**config.mk**
```make
export PLATFORM = sky130hd
export DESIGN_NAME = pwm_generator
export DESIGN_NICKNAME = d
export VERILOG_FILES = /design/src/rtl/pwm_generator.sv
export SDC_FILE = /design/constraint.sdc
export NUM_CORES = 1
export LEC_CHECK = 0
export BUFFER_PORTS_ARGS = -buffer_cell sky130_fd_sc_hd__buf_2
export CAP_MARGIN = 30
export CORE_AREA = 4 4 41 43
export DETAILED_ROUTE_END_ITERATION = 16
export DIE_AREA = 0 0 45 47
export GPL_TIMING_DRIVEN = 0
export PLACE_DENSITY = 0.68
export SYNTH_ARGS = -nofsm -noshare
export SYNTH_HDL_FRONTEND = slang
export SYNTH_SLANG_ARGS = --single-unit
```
**constraint.sdc**
```tcl
create_clock -name clk -period 1.11 [get_ports clk]
set_input_delay 0.2775 -clock clk [delete_from_list [all_inputs] [get_ports clk]]
set_output_delay 0.2775 -clock clk [all_outputs]
set_load 0.02 [all_outputs]
```
**src/rtl/pwm_generator.sv**
```systemverilog
// Free-running single-channel PWM: a WIDTH-bit counter sets a 2^WIDTH-clock period,
// and a registered unsigned compare against duty_cycle sets the high time.
module pwm_generator #(
    parameter int unsigned WIDTH = 8
) (
    input  logic             clk,
    input  logic             rst,
    input  logic [WIDTH-1:0] duty_cycle,
    output logic             pwm_out
);

    logic [WIDTH-1:0] cnt_q;
    logic [WIDTH-1:0] cnt_d;
    logic             pwm_q;
    logic             pwm_d;

    // Compare uses the pre-increment count, so the output lags the counter by one clock.
    always_comb begin
        cnt_d = cnt_q + WIDTH'(1);
        pwm_d = (cnt_q < duty_cycle);
    end

    always_ff @(posedge clk or negedge rst) begin
        if (!rst) begin
            cnt_q <= '0;
            pwm_q <= 1'b0;
        end else begin
            cnt_q <= cnt_d;
            pwm_q <= pwm_d;
        end
    end

    assign pwm_out = pwm_q;

endmodule

```
Word-level counts from Yosys, hierarchy flattened
Cells that the tools add are included.

$add $sub $neg: 1. Order comparisons: 1.

Operators by type and width (count): adder 8 x 1 -> 8 bit, second input constant (1); less-than comparator 8 bit (1).

Register bits: 9. Input bits: 10. Output and inout port bits: 1. Logic and storage cells: 4.

Depth between registers and ports, before layout
Gate-level depths: netlist of run 1.

Depth in word-level cells: 1. Depth in mapped cells: 5. Gate-level depth less buffers: 5.

Worst setup path after synthesis of run 1
OpenSTA, ideal clock, no wires.

Kind: register to register. Start: reg cnt_q[7]. End: reg pwm_q (netlist: pwm_out). Library setup time: 0.126 ns. Arrival: 0.973 ns. Data required time: 0.984 ns. Slack: 0.011 ns. Stages on the path, launching flop included: 5. Path buffers: 0. Clock period less this slack: 1.099 ns. Path through: dfrtp_1 ha_1 nand3_1 o211ai_1 a21oi_1.

Word-level cells in the longest chain between the ends: 1.

Ends and longest elaborated chain: start, declared (RTL line 12) `logic [WIDTH-1:0] cnt_q;`; start signal, assigned (RTL line 28) `cnt_q <= cnt_d;`; less-than comparator 8 bit (RTL line 20) `pwm_d = (cnt_q < duty_cycle);`; via pwm_d (RTL line 15) `logic pwm_d;`; end signal, assigned (RTL line 29) `pwm_q <= pwm_d;`; end, declared (RTL line 14) `logic pwm_q;`.

The timed path passes the listed nets, and every way through them passes these cells.

Worst setup path after layout of run 1
Same ends and word-level chain as after synthesis.

==> results of run 1 <==
worst register-to-register path, stage by stage, from the launching register on:
cell and delay, ns:
dfrtp_1 0.41, ha_4 0.29, nand3_2 0.07, o211ai_1 0.16, a21oi_1 0.05
report_power, final:
group / switching (mW) / internal, mW / total [mW]
Sequential: 0.000339 / 0.330 / 0.330
Combinational: 0.0352 / 0.0350 / 0.0703
Clock: 0.117 / 0.139 / 0.255
layer usage:
metal / global-route usage / vias up / wire length, µm
met5: 0 / - / 0
met3: 0.0575 / 3 / 68
met2: 0.192 / 9 / 497
met1: 0.106 / 193 / 393
li1: - / 216 / -
met4: 0.0526 / 0 / 10
kinds of logic (layout without fill, tap and decap cells):
group / Yosys count / after routing
buffers and inverters: 8 / 30
AOI/OAI and AO/OA: 6 / 6
DFF: 9 / 9
and+or+nand+nor: 15 / 15
adders and majority gates: 8 / 8
xor gates and xnor gates: 6 / 6
through the flow:
stage	total power, mW	std cells	setup WS (ns)	util
finish	0.656	89	0.0143	0.583
global route	0.702	89	-0.0592	0.583
CTS	0.663	87	0.00200	0.535
detailed placement	0.390	77	-0.109	0.452
global placement	0.388	77	-0.0662	0.452
floorplan	0.362	52	0.0115	-
flip-flops by register name, summed over array words and instances (netlist names):
name,cells
cnt_q,8
pwm_out,1
cells in the mapped netlist:
library cell  number  share of area
nand2_1            4          0.029
nand3_2            1          0.019
xnor2_1            2          0.034
a21oi_1            4          0.039
nand2_2            1          0.012
xor2_1             4          0.067
o211ai_1           1          0.014
nor2_1             3          0.022
o21ai_0            1         0.0096
inv_1              8          0.058
ha_1               8           0.19
nor3_2             1          0.019
dfrtp_1            9           0.43
nand3_1            4          0.039
nor2b_1            1          0.012
how the worst min path moves through the flow:
stage	startpoint	endpoint	slack [ns]	cells after the start
after floorplan	rst	cnt_q[0]$_DFF_PN0_	-0.02	0
after global placement	rst	cnt_q[2]$_DFF_PN0_	0.14	1
after detailed placement	rst	cnt_q[2]$_DFF_PN0_	0.14	1
after CTS	rst	cnt_q[3]$_DFF_PN0_	0.38	2
after global routing	rst	cnt_q[3]$_DFF_PN0_	0.39	2
final	rst	cnt_q[3]$_DFF_PN0_	0.38	2
placed cells by master (no fill, tap or decap), types with 2 or more instances in the layout:
cell type / synthesis / routed
buf_2: 0 / 10
inv_1: 8 / 8
dfrtp_1: 9 / 8
buf_4: 0 / 7
nand2_1: 4 / 4
xor2_1: 4 / 4
ha_4: 0 / 4
nand3_2: 1 / 3
a21oi_2: 0 / 3
ha_1: 8 / 3
clkbuf_4: 0 / 3
nor2_1: 3 / 2
xnor2_1: 2 / 2
nand3_1: 4 / 2
final cells by class:
type,count,area [µm²]
fillers,117,543
multi-input cells,35,344
flip-flops and latches,9,226
repair buffers,18,113
inverters,8,30.0
clock buffers,4,26.3
well taps,15,18.8
repair_timing:
| item | in CTS | in global routing |
|---|---|---|
| pin swaps | 5 | 4 |
| gates resized for setup | 5 | 9 |
| hold buffers | 1 | 0 |
| hold endpoints to repair | 9 | 0 |
| setup endpoints to repair | 1 | 2 |
| setup buffers | 5 | 2 |
==> flow_summary.ini, run 1 <==
[run_status]
outcome = finished clean

[synthesis]
ys_seq_area_frac = 0.434
synth_area_per_cell_um2 = 9.99
synth_compound_area_frac = 0.0627
netlist_instances = 52
synthAdderAreaFrac = 0.193
synth_area_um2 = 519
synth_xor_area_frac = 0.101
synth_top_family_by_area = adder cells
synth_simple_gate_area_frac = 0.152
ys_ff_latch = 9
yosysWarningCount = 0
synth_fp_nets = 70
synthMuxAreaShare = 0
ys_types = 15

[cts]
cts.sink_count = 9
cts_tree = built
cts_buffer_depth = 2
cts_inserted_buffers = 3
cts.clk_slew.worst_paths_ns = 0.06
cts_root_buf = clkbuf_4
htree_levels = 1
insertion_delay_ns = 0.27

[die]
die_height_um = 47
die_area_mm2 = 0.00212
io_pins = 11
start_util = 0.399
rows = 13
coreArea_mm2 = 0.00130
die_w_um = 45

[route]
routedWlPerCell_um = 10.9
drt_iter0_drc = 0
drtAntennaViolNets = 0
vias_per_cell = 4.73
drt_wl_total_um = 970
first_pass_iters = 1
vias = 421
drc = 0

[global_route]
grt_first_pass_wirelength_mm = 1.55
grt_max_degree = 10
gr-total-overflow = 0
track_usage = 0.109
antenna_found_initial = 0
grt_pass1_vias = 403

[placed_design]
io_buffers = 10
hpwlAfterDp_um = 679
gp_congestion = 0.686
place_area_um2 = 588

[worst_setup_path]
r2r_slack_ns = 0.01
critPathLaunch = cnt_q[7]$_DFF_PN0_
crit_buf_inv = 0
start_kind = flip-flop
cp.required_ns = 1.26
worstRegToRegCells = 4
critical_path_class = flip-flop to flip-flop
cp_data_arrival_time_ns = 1.25
crit_end = pwm_out$_DFF_PN0_
max_stage_delay_ns = 0.41
r2r_start = cnt_q[7]$_DFF_PN0_
cp-end-kind = flip-flop
critical_path.max_fanout = 3
path_delay_family = flip-flops
path_cells = ha_4 -> nand3_2 -> o211ai_1 -> a21oi_1
reg2reg_to = pwm_out$_DFF_PN0_
crit_cells = 4
cpMaxStageDelayCell = dfrtp_1

[layout]
syn2layout_area_growth_pct = 46.0
layout-drive-gt1-share = 0.486
final_area_um2 = 758
antenna-diode-count = 0
final_nets = 93

[timing]
setup_viol_count_final = 0
tns_ns = 0
holdWs_ns = 0.381
fin_skew_ns = 0.00655
hold_viol_final = 0
report.final.slew_viol_count = 0
max_slew_margin = 0.861
clock.fmax_mhz = 913
rsz0062_at_grt = yes
post-route-min-period_ns = 1.10
fin_crit_sh = 0.987
worst_pin_slew_ns = 0.208

[power]
ir_worst_vdd_mv = 0.603
power.density_mw_per_mm2 = 865
leakage_nw = 0.379

[run]
maxCapViolCount = 0

[worst_hold_path]
min_path_type = input pin to async pin
No activity file was read; power rests on OpenSTA's default activity.
==> run 2, diff against run 1 <==
--- a/config.mk
+++ b/config.mk
@@ -11,7 +11,8 @@
 export DETAILED_ROUTE_END_ITERATION = 16
 export DIE_AREA = 0 0 45 47
 export GPL_TIMING_DRIVEN = 0
-export PLACE_DENSITY = 0.68
+export PLACE_DENSITY = 0.65
+export SLEW_MARGIN = 40
 export SYNTH_ARGS = -nofsm -noshare
 export SYNTH_HDL_FRONTEND = slang
 export SYNTH_SLANG_ARGS = --single-unit
==> constraint.sdc (replaced) <==
create_clock -name clk -period 1.25 [get_ports clk]
set_input_delay 0.3125 -clock clk [delete_from_list [all_inputs] [get_ports clk]]
set_output_delay 0.3125 -clock clk [all_outputs]
set_load 0.02 [all_outputs]
==> run 2 against run 1 <==
Against the previous run:
- worst hold slack better by 0.054 ns
- via count is 3.1% lower
- critical endpoint unchanged
- clock-buffer cell count unchanged
- largest power group unchanged
- final cell count down 2.2%
- power shrank 13%
- highest routed layer is now met3
==> flow_summary.ini, run 2 (synthesis results as in run 1) <==
[route]
drt_iter0_drc = 1
vias = 408
drt_wl_total_um = 976
routedWlPerCell_um = 11.2
first_pass_iters = 2
drtAntennaViolNets = 0
vias_per_cell = 4.69
drc = 0

[die]
die_w_um = 45
start_util = 0.399
die_area_mm2 = 0.00212
io_pins = 11
die_height_um = 47
coreArea_mm2 = 0.00130
rows = 13

[worst_setup_path]
critical_path_class = flip-flop to flip-flop
cpMaxStageDelayCell = dfrtp_1
cp-end-kind = flip-flop
max_stage_delay_ns = 0.39
r2r_start = cnt_q[4]$_DFF_PN0_
reg2reg_to = pwm_out$_DFF_PN0_
cp_data_arrival_time_ns = 1.35
cp.required_ns = 1.42
path_cells = ha_1 -> a21oi_2 -> o211ai_1 -> a21oi_1
critical_path.max_fanout = 2
start_kind = flip-flop
r2r_slack_ns = 0.07
worstRegToRegCells = 4

[layout]
multi_input_area_um2 = 284
register_area_um2 = 226
final_nets = 91
largest_reg_flops = 8
syn2layout_area_growth_pct = 31.6
largest-register = cnt_q
final_common_cell = buf_2
num-fill-cells = 126
antenna-diode-count = 0
layout-drive-gt1-share = 0.347
final_util = 0.525
final_cell_mix = 10 x buf_2, 8 x inv_1, 8 x dfrtp_1, 7 x ha_1, 5 x buf_4

[global_route]
grt_max_degree = 10
track_usage = 0.113
antenna_found_initial = 0
grt_first_pass_wirelength_mm = 1.61
gr-total-overflow = 0
grt_pass1_vias = 413

[cts]
cts_inserted_buffers = 3
cts.clk_slew.worst_paths_ns = 0.06
cts_buffer_depth = 2
htree_levels = 1
cts_tree = built
cts.sink_count = 9
insertion_delay_ns = 0.26
cts_root_buf = clkbuf_4

[timing]
clock.fmax_mhz = 851
post-route-min-period_ns = 1.18
setup_viol_count_final = 0
hold_viol_final = 0
tns_ns = 0
report.final.slew_viol_count = 0
fin_crit_sh = 0.940
max_slew_margin = 0.857
worst_pin_slew_ns = 0.214
rsz0062_at_grt = no
fin_skew_ns = 0.00262

[power]
power.density_mw_per_mm2 = 833
ir_worst_vdd_mv = 0.641
leakage_nw = 0.368
power_uw = 569

[placed_design]
hpwlAfterDp_um = 744
io_buffers = 10
gp_congestion = 0.691

[run]
maxCapViolCount = 0

[run_status]
outcome = finished clean

[worst_hold_path]
min_path_type = input pin to async pin
[run 2: cell count changes in the layout (fill, tap and decap cells not counted), sizes merged]
cell and delta:
buf -2
[run 2: worst max-delay path by stage]
stage | from | slack (ns) | cells after the start | end
global route | cnt_q[4]$_DFF_PN0_ | 0.006 | 4 | pwm_out$_DFF_PN0_
CTS | cnt_q[7]$_DFF_PN0_ | 0.01 | 4 | pwm_out$_DFF_PN0_
detailed placement | duty_cycle[7] | -0.01 | 6 | pwm_out$_DFF_PN0_
floorplan | cnt_q[7]$_DFF_PN0_ | 0.15 | 4 | pwm_out$_DFF_PN0_
finish | cnt_q[4]$_DFF_PN0_ | 0.07 | 4 | pwm_out$_DFF_PN0_
global placement | duty_cycle[7] | 0.05 | 6 | pwm_out$_DFF_PN0_
[run 2: metal layers]
layer | GRT usage | wire length (µm) | vias to the layer above
met1 | 0.0962 | 369 | 187
met3 | 0.0690 | 70 | 0
li1 | - | - | 212
met2 | 0.223 | 535 | 9
met4 | 0.0175 | 0 | 0
met5 | 0 | 0 | -
[run 2: metrics by stage]
| step | setup slack, ns | hold slack [ns] | cell area (µm²) | std cells |
|---|---|---|---|---|
| floorplan | 0.151 | 0.0169 | 519 | 52 |
| global placement | 0.0485 | 0.174 | 588 | 77 |
| detailed placement | -0.0122 | 0.182 | 588 | 77 |
| CTS | 0.0104 | 0.429 | 641 | 84 |
| global route | 0.00581 | 0.436 | 683 | 87 |
| finish | 0.0747 | 0.435 | 683 | 87 |
[run 2: where the power goes]
part	switching [mW]	leakage, nW	internal, mW
combinational	0.0280	0.247	0.0259
clock	0.0985	0.0150	0.123
sequential	0.000653	0.105	0.293
total	0.127	0.368	0.442
[run 2: timing repair]
item,4_1_cts,5_1_grt
hold endpoints to repair,9,0
setup endpoints to repair,1,1
hold buffers,1,0
pin swaps,1,2
resized for setup,1,4
buffers inserted,2,3
[run 2: area by class of cell]
cell class / instances / share of cell area
multi-input cells: 35 / 0.416
inverters: 8 / 0.0440
flip-flops and latches: 9 / 0.332
well taps: 15 / 0.0275
repair buffers: 16 / 0.143
clock buffers: 4 / 0.0385
[run 2: critical path: cells and delay by family, from the launching register on]
| family | cells | cell delay [ns] |
|---|---|---|
| adder cells (fa/ha/maj) | 1 | 0.31 |
| AO/OA/AOI/OAI | 3 | 0.40 |
| flip-flops | 1 | 0.39 |
